===== src/rtl/rcas_pkg.sv =====
// Shared types and sizing helpers for the sequential ripple-carry adder/subtractor.
package rcas_pkg;

    typedef enum logic [1:0] {
        IDLE = 2'd0,
        RUN  = 2'd1,
        DONE = 2'd2
    } state_t;

    localparam logic MODE_ADD = 1'b0;
    localparam logic MODE_SUB = 1'b1;

    function automatic int nchunk(input int width, input int chunk);
        return width / chunk;
    endfunction

    // A single-chunk build still needs a one-bit counter to keep the datapath legal.
    function automatic int cnt_width(input int n);
        return (n > 1) ? $clog2(n) : 1;
    endfunction

endpackage


===== src/rtl/rcas_seq_if.sv =====
// Operand/result handshake bundle for rcas_seq: valid/ready in, valid/ready out.
interface rcas_seq_if #(
    parameter int WIDTH = 32
);
    logic             in_valid;
    logic             in_ready;
    logic [WIDTH-1:0] a;
    logic [WIDTH-1:0] b;
    logic             mode;
    logic             out_valid;
    logic             out_ready;
    logic [WIDTH-1:0] sum;
    logic             cout;
    logic             ovf;
    logic             zero;

    modport master (
        output in_valid, a, b, mode, out_ready,
        input  in_ready, out_valid, sum, cout, ovf, zero
    );

    modport slave (
        input  in_valid, a, b, mode, out_ready,
        output in_ready, out_valid, sum, cout, ovf, zero
    );
endinterface


===== src/rtl/rca_chunk.sv =====
// Combinational CHUNK-wide ripple adder built from gate-level full adders;
// also exposes the carry into the top bit so the caller can derive signed overflow.
module full_adder (
    input  logic a,
    input  logic b,
    input  logic cin,
    output logic s,
    output logic cout
);
    logic axb;
    logic g;
    logic p;

    xor u_x0 (axb, a, b);
    xor u_x1 (s, axb, cin);
    and u_a0 (g, a, b);
    and u_a1 (p, axb, cin);
    or  u_o0 (cout, g, p);
endmodule

module rca_chunk #(
    parameter int CHUNK = 8
) (
    input  logic [CHUNK-1:0] a,
    input  logic [CHUNK-1:0] b,
    input  logic             cin,
    output logic [CHUNK-1:0] s,
    output logic             cout,
    output logic             c_msb_in
);
    logic [CHUNK:0] c;

    assign c[0] = cin;

    generate
        for (genvar gi = 0; gi < CHUNK; gi++) begin : g_bit
            full_adder u_fa (
                .a    (a[gi]),
                .b    (b[gi]),
                .cin  (c[gi]),
                .s    (s[gi]),
                .cout (c[gi+1])
            );
        end
    endgenerate

    assign cout     = c[CHUNK];
    assign c_msb_in = c[CHUNK-1];
endmodule


===== src/rtl/rcas_seq.sv =====
// Multi-cycle WIDTH-bit add/subtract, CHUNK bits per clock, LSB chunk first.
// Define RCAS_SEQ_SAT_EN to saturate the result to the signed limit on overflow.
module rcas_seq
    import rcas_pkg::*;
#(
    parameter int WIDTH = 32,
    parameter int CHUNK = 8
) (
    input logic       clk,
    input logic       rst,
    rcas_seq_if.slave bus
);
    localparam int             NCHUNK   = nchunk(WIDTH, CHUNK);
    localparam int             CW       = cnt_width(NCHUNK);
    localparam logic [CW-1:0]  LAST_CNT = CW'(NCHUNK - 1);

    generate
        if (WIDTH % CHUNK != 0) begin : g_bad_cfg
            $fatal(1, "rcas_seq: WIDTH must be a multiple of CHUNK");
        end
    endgenerate

    state_t           state_reg;
    logic [WIDTH-1:0] a_reg;
    logic [WIDTH-1:0] b_reg;
    logic [WIDTH-1:0] acc_reg;
    logic             carry_reg;
    logic [CW-1:0]    cnt_reg;

    logic             out_valid_reg;
    logic [WIDTH-1:0] sum_reg;
    logic             cout_reg;
    logic             ovf_reg;
    logic             zero_reg;

    logic [CHUNK-1:0] a_chunk;
    logic [CHUNK-1:0] b_chunk;
    logic [CHUNK-1:0] s_chunk;
    logic             c_out;
    logic             c_msb;
    logic             ovf_next;
    logic [WIDTH-1:0] acc_next;
    logic [WIDTH-1:0] result_next;

    assign a_chunk = a_reg[cnt_reg*CHUNK +: CHUNK];
    assign b_chunk = b_reg[cnt_reg*CHUNK +: CHUNK];

    rca_chunk #(
        .CHUNK (CHUNK)
    ) u_chunk (
        .a        (a_chunk),
        .b        (b_chunk),
        .cin      (carry_reg),
        .s        (s_chunk),
        .cout     (c_out),
        .c_msb_in (c_msb)
    );

    always_comb begin
        acc_next = acc_reg;
        acc_next[cnt_reg*CHUNK +: CHUNK] = s_chunk;
    end

    // Only meaningful while the top chunk is in the adder.
    assign ovf_next = c_msb ^ c_out;

`ifdef RCAS_SEQ_SAT_EN
    // On overflow both operands share a sign, so A's MSB gives the true result's sign.
    always_comb begin
        result_next = acc_next;
        if (ovf_next) begin
            result_next = a_reg[WIDTH-1] ? {1'b1, {(WIDTH-1){1'b0}}}
                                         : {1'b0, {(WIDTH-1){1'b1}}};
        end
    end
`else
    assign result_next = acc_next;
`endif

    always_ff @(posedge clk or posedge rst) begin
        if (rst) begin
            state_reg     <= IDLE;
            a_reg         <= '0;
            b_reg         <= '0;
            acc_reg       <= '0;
            carry_reg     <= 1'b0;
            cnt_reg       <= '0;
            out_valid_reg <= 1'b0;
            sum_reg       <= '0;
            cout_reg      <= 1'b0;
            ovf_reg       <= 1'b0;
            zero_reg      <= 1'b0;
        end else begin
            case (state_reg)
                IDLE: begin
                    if (bus.in_valid) begin
                        a_reg     <= bus.a;
                        b_reg     <= bus.b ^ {WIDTH{bus.mode}};
                        carry_reg <= (bus.mode == MODE_SUB);
                        cnt_reg   <= '0;
                        state_reg <= RUN;
                    end
                end
                RUN: begin
                    acc_reg   <= acc_next;
                    carry_reg <= c_out;
                    cnt_reg   <= cnt_reg + 1'b1;
                    if (cnt_reg == LAST_CNT) begin
                        state_reg     <= DONE;
                        out_valid_reg <= 1'b1;
                        sum_reg       <= result_next;
                        cout_reg      <= c_out;
                        ovf_reg       <= ovf_next;
                        zero_reg      <= (result_next == '0);
                    end
                end
                DONE: begin
                    if (bus.out_ready) begin
                        out_valid_reg <= 1'b0;
                        state_reg     <= IDLE;
                    end
                end
                default: begin
                    state_reg <= IDLE;
                end
            endcase
        end
    end

    assign bus.in_ready  = (state_reg == IDLE) && !rst;
    assign bus.out_valid = out_valid_reg;
    assign bus.sum       = sum_reg;
    assign bus.cout      = cout_reg;
    assign bus.ovf       = ovf_reg;
    assign bus.zero      = zero_reg;

endmodule

===== src/flat_wrapper.sv =====
// flat-port wrapper written by rule: the top's interface ports become plain ports
module rcas_seq_flat import rcas_pkg::*;
#(
    parameter int WIDTH = 32,
    parameter int CHUNK = 8
)
  (clk, rst, bus_in_valid, bus_a, bus_b, bus_mode, bus_out_ready, bus_in_ready, bus_out_valid, bus_sum, bus_cout, bus_ovf, bus_zero);
  rcas_seq_if #(.WIDTH(WIDTH)) bus_i ();
  input logic clk;
  input logic rst;
  input wire logic [$bits(bus_i.in_valid)-1:0] bus_in_valid;
  input wire logic [$bits(bus_i.a)-1:0] bus_a;
  input wire logic [$bits(bus_i.b)-1:0] bus_b;
  input wire logic [$bits(bus_i.mode)-1:0] bus_mode;
  input wire logic [$bits(bus_i.out_ready)-1:0] bus_out_ready;
  output wire logic [$bits(bus_i.in_ready)-1:0] bus_in_ready;
  output wire logic [$bits(bus_i.out_valid)-1:0] bus_out_valid;
  output wire logic [$bits(bus_i.sum)-1:0] bus_sum;
  output wire logic [$bits(bus_i.cout)-1:0] bus_cout;
  output wire logic [$bits(bus_i.ovf)-1:0] bus_ovf;
  output wire logic [$bits(bus_i.zero)-1:0] bus_zero;
  assign bus_i.in_valid = bus_in_valid;
  assign bus_i.a = bus_a;
  assign bus_i.b = bus_b;
  assign bus_i.mode = bus_mode;
  assign bus_i.out_ready = bus_out_ready;
  assign bus_in_ready = bus_i.in_ready;
  assign bus_out_valid = bus_i.out_valid;
  assign bus_sum = bus_i.sum;
  assign bus_cout = bus_i.cout;
  assign bus_ovf = bus_i.ovf;
  assign bus_zero = bus_i.zero;
  rcas_seq #(.WIDTH(WIDTH), .CHUNK(CHUNK)) u_core (.clk(clk), .rst(rst), .bus(bus_i));
endmodule

===== config.mk =====
export PLATFORM = sky130hd
export DESIGN_NAME = rcas_seq_flat
export DESIGN_NICKNAME = d
export VERILOG_FILES = /design/src/rtl/rcas_pkg.sv /design/src/rtl/rcas_seq_if.sv /design/src/rtl/rca_chunk.sv /design/src/rtl/rcas_seq.sv /design/src/flat_wrapper.sv
export SDC_FILE = /design/constraint.sdc
export NUM_CORES = 1
export LEC_CHECK = 0
export CELL_PAD_IN_SITES_DETAIL_PLACEMENT = 0
export CELL_PAD_IN_SITES_GLOBAL_PLACEMENT = 2
export CORE_UTILIZATION = 29
export DETAILED_ROUTE_END_ITERATION = 10
export PLACE_DENSITY = 0.78
export SYNTH_ARGS = -nofsm -noshare
export SYNTH_HDL_FRONTEND = slang
export SYNTH_SLANG_ARGS = --single-unit

===== constraint.sdc =====
create_clock -name clk -period 6.8 [get_ports clk]
set_input_delay 2.04 -clock clk [delete_from_list [all_inputs] [get_ports clk]]
set_output_delay 2.04 -clock clk [all_outputs]
set_load 0.02 [all_outputs]

==> flow_metrics.py, run 1 <==
metrics = {
    "pwr": {
        "seq_power_share_pct": 28.5,
        "p_int_mw": 2.80,
        "p_leak_nw": 3.46,
        "ir_worst_vdd_mv": 0.288,
        "power.switching_mw": 2.16,
        "powerDensity_nw_per_um2": 590,
        "comb_power_share_pct": 51.3,
        "swShare_pct": 43.5,
        "p_clk_share_pct": 20.3,
    },
    "setup_path": {
        "critical-path-max-stage-delay_ns": 0.79,
        "worst_ep_required_time_ns": 7.16,
        "endpoint_kind": "flip-flop",
        "cp_max_fo": 17,
        "arrival_ns": 5.83,
        "worstSetupPathType": "flip-flop to flip-flop",
        "cp-start-kind": "flip-flop",
        "slowest_stage": "fa_1",
        "critPathBufInv": 2,
        "path_cells": "buf_4 > mux4_2 > fa_1 > inv_1 > fa_1 > fa_1 > fa_1 > fa_1 > fa_1 > fa_1 > fa_1 > nand4_1 > a2111oi_4 > a22o_1",
        "cpLargestDelayFamily": "adder cells",
        "cpMostUsedCell": "fa_1",
        "r2r_setup_slack_ns": 1.33,
    },
    "sta": {
        "fin_tns_setup_ns": 0,
        "hold_violations": 0,
        "relSlewSlack_pct": 32.4,
        "min_period_ns": 5.47,
        "drv_slew": 0,
        "max_freq_mhz": 183,
        "clock_skew_ns": 0.0100,
        "rsz0062_at_grt": "no",
        "post-route-period-util_pct": 80.4,
        "setup_viol_count_final": 0,
        "max_slew.worst_pin.slew_ns": 1.01,
    },
    "synthesis": {
        "syn_area_um2": 6490,
        "avgSynthCellArea_um2": 10.6,
        "yosysSeqAreaShare_pct": 52.8,
        "ys.flop_type": "dfrtp_1",
        "ys_types": 40,
        "synth-async-reset-ratio_pct": 100,
        "synthCells": 614,
        "synth_seq_cells": 137,
        "synth_nets": 697,
        "synth_warnings": 0,
        "synth_edf_count": 0,
    },
    "routing": {
        "drt-initial-drc-count": 251,
        "avgRoutedWirePerCell_um": 16.1,
        "dr.pass1.iters": 4,
        "viasPerCell": 4.77,
        "drc": 0,
        "routed_wl_mm": 16.0,
        "num_vias": 4742,
        "ant_nets": 0,
    },
    "clock_network": {
        "cts_setup_buffers": 0,
        "ctsRootBufferMaster": "clkbuf_16",
        "cts_tree": "built",
        "worstSkewPairLatency_ns": 0.42,
        "clock_path_buffers": 2,
        "cts_made_buffers": 17,
        "clock_sink_count": 137,
        "clk_pin_slew_worst_paths_ns": 0.06,
        "post_cts_resized": 0,
        "h-tree-depth": 4,
        "cts_hold_buf": 0,
    },
    "global_route": {
        "grt_pass1_wl_mm": 26.6,
        "antenna_found_initial": 0,
        "grt_usage_pct": 15.4,
        "grt_max_degree": 100,
        "grt_pass1_vias": 4928,
        "grt_overflow": 0,
    },
    "placement": {
        "hpwl_mm": 11.4,
        "gp_congestion": 0.806,
        "port_buffers": 105,
        "dpl_cell_area_um2": 7770,
    },
    "floorplan": {
        "core_um2": 21900,
        "die-area_um2": 23000,
        "io_pins": 106,
        "die_w_um": 152,
        "rows": 54,
        "start_util_pct": 29.7,
        "die_h_um": 152,
    },
    "min_path": {
        "hold_class": "flip-flop to flip-flop",
    },
    "finish": {
        "drive_above_1_share_pct": 13.0,
        "areaGrowthSynthToFinish_pct": 29.5,
        "final_net_count": 788,
        "final_area_um2": 8410,
        "layout_common_cells": "137 x dfrtp_1, 104 x clkdlybuf4s50_1, 78 x nand2_1",
        "final_common_cell": "dfrtp_1",
        "antenna_cells": 0,
    },
    "outcome": {
        "status": "finished, final reports clean",
    },
    "flow_run": {
        "maxCapViolCount": 0,
    },
}
-- cell families after synthesis --
logic type,count (synthesis),share of synthesized area (%)
AND/OR/NAND/NOR,168,11.3
multiplexers,52,11.7
XOR/XNOR,33,4.45
adder cells (fa/ha/maj),14,3.62
AO/OA/AOI/OAI,143,11.8
flip-flops,137,52.8
buffers and inverters,67,4.30
-- layer usage --
metal  wire length (um)  GRT usage [%]  part of all wire, %
met1               7430           20.6                   46
met2               7650           24.5                   48
met3                716           3.86                  4.5
met4                218           4.80                  1.4
met5                  0              0                    0
-- power groups by stage --
stage	sequential (mW)	combinational, mW	clock [mW]
global route	1.46	2.78	1.06
floorplan	1.43	1.58	0
finish	1.41	2.54	1.00
detailed placement	1.43	2.56	0
global placement	1.41	2.52	0
CTS	1.42	2.56	1.02
-- synth_stat cells, types with 2 or more instances --
| cell type | instances | share of area, % |
|---|---|---|
| inv_1 | 27 | 1.6 |
| nor2_1 | 61 | 3.5 |
| ha_1 | 6 | 1.2 |
| o21ai_0 | 69 | 5.3 |
| nor4b_1 | 4 | 0.54 |
| nor3_1 | 4 | 0.31 |
| nor3b_1 | 2 | 0.23 |
| buf_4 | 5 | 0.58 |
| mux4_2 | 16 | 5.5 |
| mux2_2 | 33 | 5.7 |
| nor4_1 | 5 | 0.48 |
| buf_2 | 7 | 0.54 |
| mux2i_1 | 3 | 0.46 |
| xnor2_1 | 33 | 4.5 |
| a21oi_1 | 63 | 4.9 |
| buf_1 | 5 | 0.29 |
| a22oi_1 | 3 | 0.35 |
| nand4bb_1 | 2 | 0.35 |
| clkbuf_1 | 23 | 1.3 |
| nand4_1 | 2 | 0.19 |
| nand2_1 | 78 | 4.5 |
| dfrtp_1 | 137 | 53 |
| a22o_1 | 2 | 0.27 |
| fa_1 | 8 | 2.5 |
-- cell type report --
cell class / instances / area, um^2
clock buffer: 18 / 439
sequential: 137 / 3430
multi-input combinational: 410 / 2790
fill: 2201 / 13500
tap: 280 / 350
timing repair buffer: 112 / 1100
clock inverter: 11 / 198
inverter: 27 / 104
-- worst min-delay path: stages (launching register included) --
cell	delay, ns
dfrtp_1	0.34
nand2_1	0.05
o21ai_0	0.06
-- path summary, 6_finish.rpt --
kind,to,from,depth (start not counted)
max reg2reg,u_core.bus.zero,u_core.cnt_reg[0],14
min reg2reg,u_core.bus.sum[17],u_core.bus.sum[17],2
min,u_core.bus.sum[17],u_core.bus.sum[17],2
max,u_core.bus.zero,u_core.cnt_reg[0],14
max in group asynchronous,u_core.bus.sum[30],rst,3
min in group asynchronous,u_core.state_reg[0],rst,2
-- per-stage QoR --
stage / utilization (%) / std cells / setup slack [ns] / hold WS [ns] / total power [mW]
after floorplan: - / 614 / 1.09 / 0.442 / 3.01
after global placement: 35.5 / 966 / 1.40 / 0.462 / 3.93
after detailed placement: 35.5 / 966 / 1.30 / 0.470 / 3.98
after CTS: 38.4 / 995 / 1.28 / 0.482 / 5.00
after global routing: 38.4 / 995 / 1.03 / 0.495 / 5.31
final: 38.4 / 995 / 1.33 / 0.476 / 4.96
Power figures use the tool's default switching activity.
==> run 2: changes to the inputs <==
clock period = 5.16 ns   (was 6.8 ns; I/O delays follow)
==> run 2 against run 1 <==
Compared with the run above: clock skew is 0.0011 ns lower; fmax grew 13%; utilization is 0.086 points lower; die area is the same; flip-flop and latch count did not move; critical endpoint unchanged; global-route usage rose by 0.18 points; worst setup slack lost 1.0 ns; power up 30%; wire length increased by 3.4%; via count rose by 0.19%.
==> flow_metrics.py, run 2 (synthesis gave the netlist of run 1 again) <==
metrics = {
    "sta": {
        "drv_slew": 0,
        "post-route-period-util_pct": 93.5,
        "holdWs_ns": 0.476,
        "relSlewSlack_pct": 39.3,
        "setup_viol_count_final": 0,
        "rsz0062_at_grt": "no",
        "min_period_ns": 4.82,
        "max_freq_mhz": 207,
        "clock_skew_ns": 0.00893,
        "max_slew.worst_pin.slew_ns": 0.911,
        "hold_violations": 0,
    },
    "placement": {
        "hpwl_mm": 11.9,
        "gp_congestion": 0.826,
        "dpl_cell_area_um2": 7820,
        "placedCellCount": 970,
        "port_buffers": 105,
    },
    "clock_network": {
        "h-tree-depth": 4,
        "cts_hold_buf": 0,
        "ctsRootBufferMaster": "clkbuf_16",
        "clock_path_buffers": 2,
        "cts_tree": "built",
        "post_cts_resized": 0,
        "worstSkewPairLatency_ns": 0.42,
        "clk_pin_slew_worst_paths_ns": 0.06,
        "cts_setup_buffers": 0,
        "cts_made_buffers": 17,
        "clock_sink_count": 137,
    },
    "pwr": {
        "ir_worst_vdd_mv": 0.631,
        "p_leak_nw": 3.44,
        "powerDensity_nw_per_um2": 766,
    },
    "outcome": {
        "status": "finished, final reports clean",
    },
    "floorplan": {
        "die_h_um": 152,
        "die_w_um": 152,
        "io_pins": 106,
        "core_um2": 21900,
        "die-area_um2": 23000,
        "start_util_pct": 29.7,
        "rows": 54,
    },
    "setup_path": {
        "critical-path-max-stage-delay_ns": 0.54,
        "path_cells": "buf_4 > mux4_2 > inv_1 > fa_1 > fa_1 > fa_1 > fa_1 > fa_1 > fa_1 > fa_1 > buf_4 > a21oi_1 > nor4bb_1 > a22o_1",
        "cp-start-kind": "flip-flop",
        "worstSetupPathType": "flip-flop to flip-flop",
        "cpMostUsedCell": "fa_1",
        "ff2ff_path_depth": 14,
        "cp_max_fo": 9,
        "slowest_stage": "fa_1",
        "endpoint_kind": "flip-flop",
        "worst_ep_required_time_ns": 5.53,
        "arrival_ns": 5.19,
    },
    "finish": {
        "final_common_cell": "dfrtp_1",
        "areaGrowthSynthToFinish_pct": 29.2,
        "antenna_cells": 0,
        "drive_above_1_share_pct": 13.9,
        "layout_common_cells": "137 x dfrtp_1, 104 x clkdlybuf4s50_1, 78 x nand2_1",
        "fillers": 2189,
        "final_net_count": 792,
        "stdcell_count": 1002,
        "final_area_um2": 8390,
    },
    "routing": {
        "drt-initial-drc-count": 268,
        "ant_nets": 0,
        "viasPerCell": 4.74,
        "drc": 0,
        "dr.pass1.iters": 5,
        "num_vias": 4751,
        "routed_wl_mm": 16.6,
        "avgRoutedWirePerCell_um": 16.5,
    },
    "global_route": {
        "grt_pass1_vias": 4901,
        "grt_max_degree": 70,
        "antenna_found_initial": 0,
        "grt_overflow": 0,
        "grt_pass1_wl_mm": 26.8,
        "grt_usage_pct": 15.6,
    },
    "min_path": {
        "hold_class": "flip-flop to flip-flop",
        "whs_path_depth": 2,
    },
    "flow_run": {
        "maxCapViolCount": 0,
    },
}
## run 2: cell types whose count changed in the layout (fill, tap and decap cells not counted), sizes merged
cell      delta
clkbuf       +1
bufinv       -4
clkinv       +1
buf          +4
clkinvlp     +5
## run 2: power breakdown
group	switching, mW	internal [mW]	leakage [nW]	total, mW
clock	0.486	0.690	0.268	1.18
combinational	2.06	1.34	1.46	3.40
sequential	0.305	1.54	1.71	1.85
## run 2: through the flow
| stage | setup WS [ns] | util, % | TNS, ns | power, mW |
|---|---|---|---|---|
| 6_report | 0.336 | 38.3 | 0 | 6.43 |
| 5_1_grt | 0.151 | 38.3 | 0 | 6.89 |
| 4_1_cts | 0.350 | 38.3 | 0 | 6.48 |
| 3_5_place_dp | 0.364 | 35.7 | 0 | 5.30 |
| 3_3_place_gp | 0.443 | 35.7 | 0 | 5.23 |
| 2_1_floorplan | -0.0504 | - | -0.0504 | 3.97 |
## run 2: path summary, 6_finish.rpt
kind                                          from                   end  slack, ns
worst max-delay path             u_core.cnt_reg[0]       u_core.bus.zero       0.34
worst min-delay path            u_core.acc_reg[24]    u_core.acc_reg[24]       0.48
worst max register to register   u_core.cnt_reg[0]       u_core.bus.zero       0.34
worst min register to register  u_core.acc_reg[24]    u_core.acc_reg[24]       0.48
max in group asynchronous                      rst      u_core.b_reg[18]       2.57
min in group asynchronous                      rst  u_core.bus.out_valid       1.69
## run 2: final cells by class
cell class | instances | area, um^2 | area share (%)
multi-input cells | 410 | 2790 | 33.3
inverters | 27 | 105 | 1.25
clock inverters | 13 | 121 | 1.45
repair buffers | 116 | 1140 | 13.6
clock buffers | 19 | 453 | 5.40
flip-flops and latches | 137 | 3430 | 40.9
well taps | 280 | 350 | 4.18
## run 2: worst max-delay path: cells and delay by family (launching register included)
family / cells / cell delay (ns)
flip-flops: 1 / 0.45
AO/OA/AOI/OAI: 2 / 0.22
adder cells (fa/ha/maj): 7 / 2.97
AND/OR/NAND/NOR: 1 / 0.35
multiplexers: 1 / 0.33
buffers and inverters: 3 / 0.43
## run 2: routing by layer
| metal | share of wire [%] | GRT usage [%] |
|---|---|---|
| met1 | 46 | 21.2 |
| met2 | 48 | 24.6 |
| met3 | 4.8 | 3.38 |
| met4 | 1.1 | 5.10 |
| met5 | 0 | 0 |
==> run 3: changes to the inputs <==
DONT_BUFFER_PORTS = 1   (was not set)
PLACE_DENSITY = 0.69   (was 0.78)
==> run 3 against run 2 <==
Compared with the run above: fmax is 0.76% lower; final cell count decreased by 10%; final area shrank 12%; global-route usage shrank 0.40 points; worst setup slack worse by 0.037 ns; utilization decreased by 4.5 points; sequential share of layout area up 5.5 points; wire length down 2.0%; clock skew fell by 0.0025 ns; worst hold slack about the same; highest routed layer unchanged.
==> flow_metrics.py, run 3 (synthesis gave the netlist of run 1 again) <==
metrics = {
    "sta": {
        "rsz0062_at_grt": "no",
        "max_slew.worst_pin.slew_ns": 1.04,
        "max_freq_mhz": 206,
        "drv_slew": 0,
        "holdWs_ns": 0.477,
        "setup_viol_count_final": 0,
        "relSlewSlack_pct": 30.7,
        "min_period_ns": 4.86,
        "post-route-period-util_pct": 94.2,
        "hold_violations": 0,
        "layout_setup_ws_ns": 0.299,
        "fin_tns_setup_ns": 0,
        "clock_skew_ns": 0.00647,
    },
    "clock_network": {
        "worstSkewPairLatency_ns": 0.42,
        "ctsRootBufferMaster": "clkbuf_16",
        "post_cts_resized": 0,
        "h-tree-depth": 4,
        "cts_tree": "built",
        "clk_pin_slew_worst_paths_ns": 0.06,
        "cts_setup_buffers": 0,
        "cts_hold_buf": 0,
        "cts_made_buffers": 17,
        "clock_path_buffers": 2,
        "clock_sink_count": 137,
    },
    "floorplan": {
        "io_pins": 106,
        "start_util_pct": 29.7,
        "die_w_um": 152,
        "core_um2": 21900,
        "die_h_um": 152,
        "rows": 54,
        "die-area_um2": 23000,
    },
    "global_route": {
        "grt_max_degree": 100,
        "grt_overflow": 0,
        "grt_pass1_wl_mm": 25.8,
        "antenna_found_initial": 1,
        "grt_pass1_vias": 4512,
        "grt_usage_pct": 15.2,
    },
    "finish": {
        "areaGrowthSynthToFinish_pct": 14.0,
        "final_common_cell": "dfrtp_1",
        "final_net_count": 687,
        "final_area_um2": 7400,
        "layout_common_cells": "137 x dfrtp_1, 78 x nand2_1, 69 x o21ai_0",
        "drive_above_1_share_pct": 15.7,
    },
    "placement": {
        "dpl_cell_area_um2": 6770,
        "gp_congestion": 0.770,
        "hpwl_mm": 11.6,
        "place_ws_ns": 0.330,
        "port_buffers": 0,
    },
    "routing": {
        "routed_wl_mm": 16.2,
        "avgRoutedWirePerCell_um": 18.1,
        "route.met3.wl_um": 934,
        "drt-met1-wl_mm": 7.23,
        "viasPerCell": 4.89,
        "dr.pass1.iters": 4,
        "drt-initial-drc-count": 269,
        "ant_nets": 0,
        "highest_layer": "met4",
        "num_vias": 4382,
        "drc": 0,
        "routed-wl-met2_mm": 7.88,
    },
    "setup_path": {
        "endpoint_kind": "flip-flop",
        "cp_max_fo": 8,
        "cpLargestDelayFamily": "adder cells",
        "worst_ep_required_time_ns": 5.51,
        "r2r_setup_slack_ns": 0.30,
        "path_cells": "mux4_2 > fa_1 > inv_1 > fa_1 > fa_1 > fa_1 > fa_1 > fa_1 > fa_1 > fa_1 > nand4_1 > a2111oi_4 > a22o_1",
        "critPathBufInv": 1,
        "arrival_ns": 5.21,
        "cp-start-kind": "flip-flop",
        "cpMostUsedCell": "fa_1",
        "critical-path-max-stage-delay_ns": 0.55,
        "slowest_stage": "fa_1",
        "worstSetupPathType": "flip-flop to flip-flop",
    },
    "outcome": {
        "status": "finished, final reports clean",
    },
    "flow_run": {
        "maxCapViolCount": 0,
    },
    "min_path": {
        "hold_class": "flip-flop to flip-flop",
    },
}
[run 3: changes by cell type in the layout (fill, tap and decap cells not counted), moves of 2 or more]
cell	change
bufinv_16	+3
clkdlybuf4s50_1	-104
clkinv_4	-2
inv_6	-2
[run 3: worst register-to-register path, stage by stage, from the launching register on]
cell,delay (ns)
dfrtp_1,0.50
mux4_2,0.42
fa_1,0.17
inv_1,0.05
fa_1,0.38
fa_1,0.39
fa_1,0.39
fa_1,0.40
fa_1,0.40
fa_1,0.44
fa_1,0.55
nand4_1,0.15
a2111oi_4,0.40
a22o_1,0.17
[run 3: worst paths after layout]
path	start	end	cells after the start
setup reg to reg	u_core.cnt_reg[0]	u_core.bus.zero	13
min in group asynchronous	rst	u_core.bus.out_valid	1
max in group asynchronous	rst	u_core.bus.sum[21]	2
hold reg to reg	u_core.acc_reg[24]	u_core.acc_reg[24]	2
setup / recovery	u_core.cnt_reg[0]	u_core.bus.zero	13
hold / removal	u_core.acc_reg[24]	u_core.acc_reg[24]	2
[run 3: area by class of cell]
type / instances / area (um^2)
Clock inverter: 11 / 171
Multi-Input combinational cell: 410 / 2790
Tap cell: 280 / 350
Fill cell: 2228 / 14500
Sequential cell: 137 / 3430
Clock buffer: 20 / 457
Antenna cell: 1 / 2.50
Inverter: 27 / 105
Timing Repair Buffer: 11 / 95.1
[run 3: layer usage]
layer  GRT usage [%]  up-vias
li1                -     2076
met1            19.2     2165
met2            24.6      121
met3            4.67       20
met4            4.80        0
met5               0        -
[run 3: through the flow]
| stage | std cells | util, % |
|---|---|---|
| after floorplan | 614 | - |
| after global placement | 865 | 30.9 |
| after detailed placement | 865 | 30.9 |
| after CTS | 896 | 33.8 |
| after global routing | 897 | 33.8 |
| final | 897 | 33.8 |
Power of run 3 is left out: the tool's default activity adds up to more than one toggle a clock period on the data nets, which glitch-free logic cannot reach.
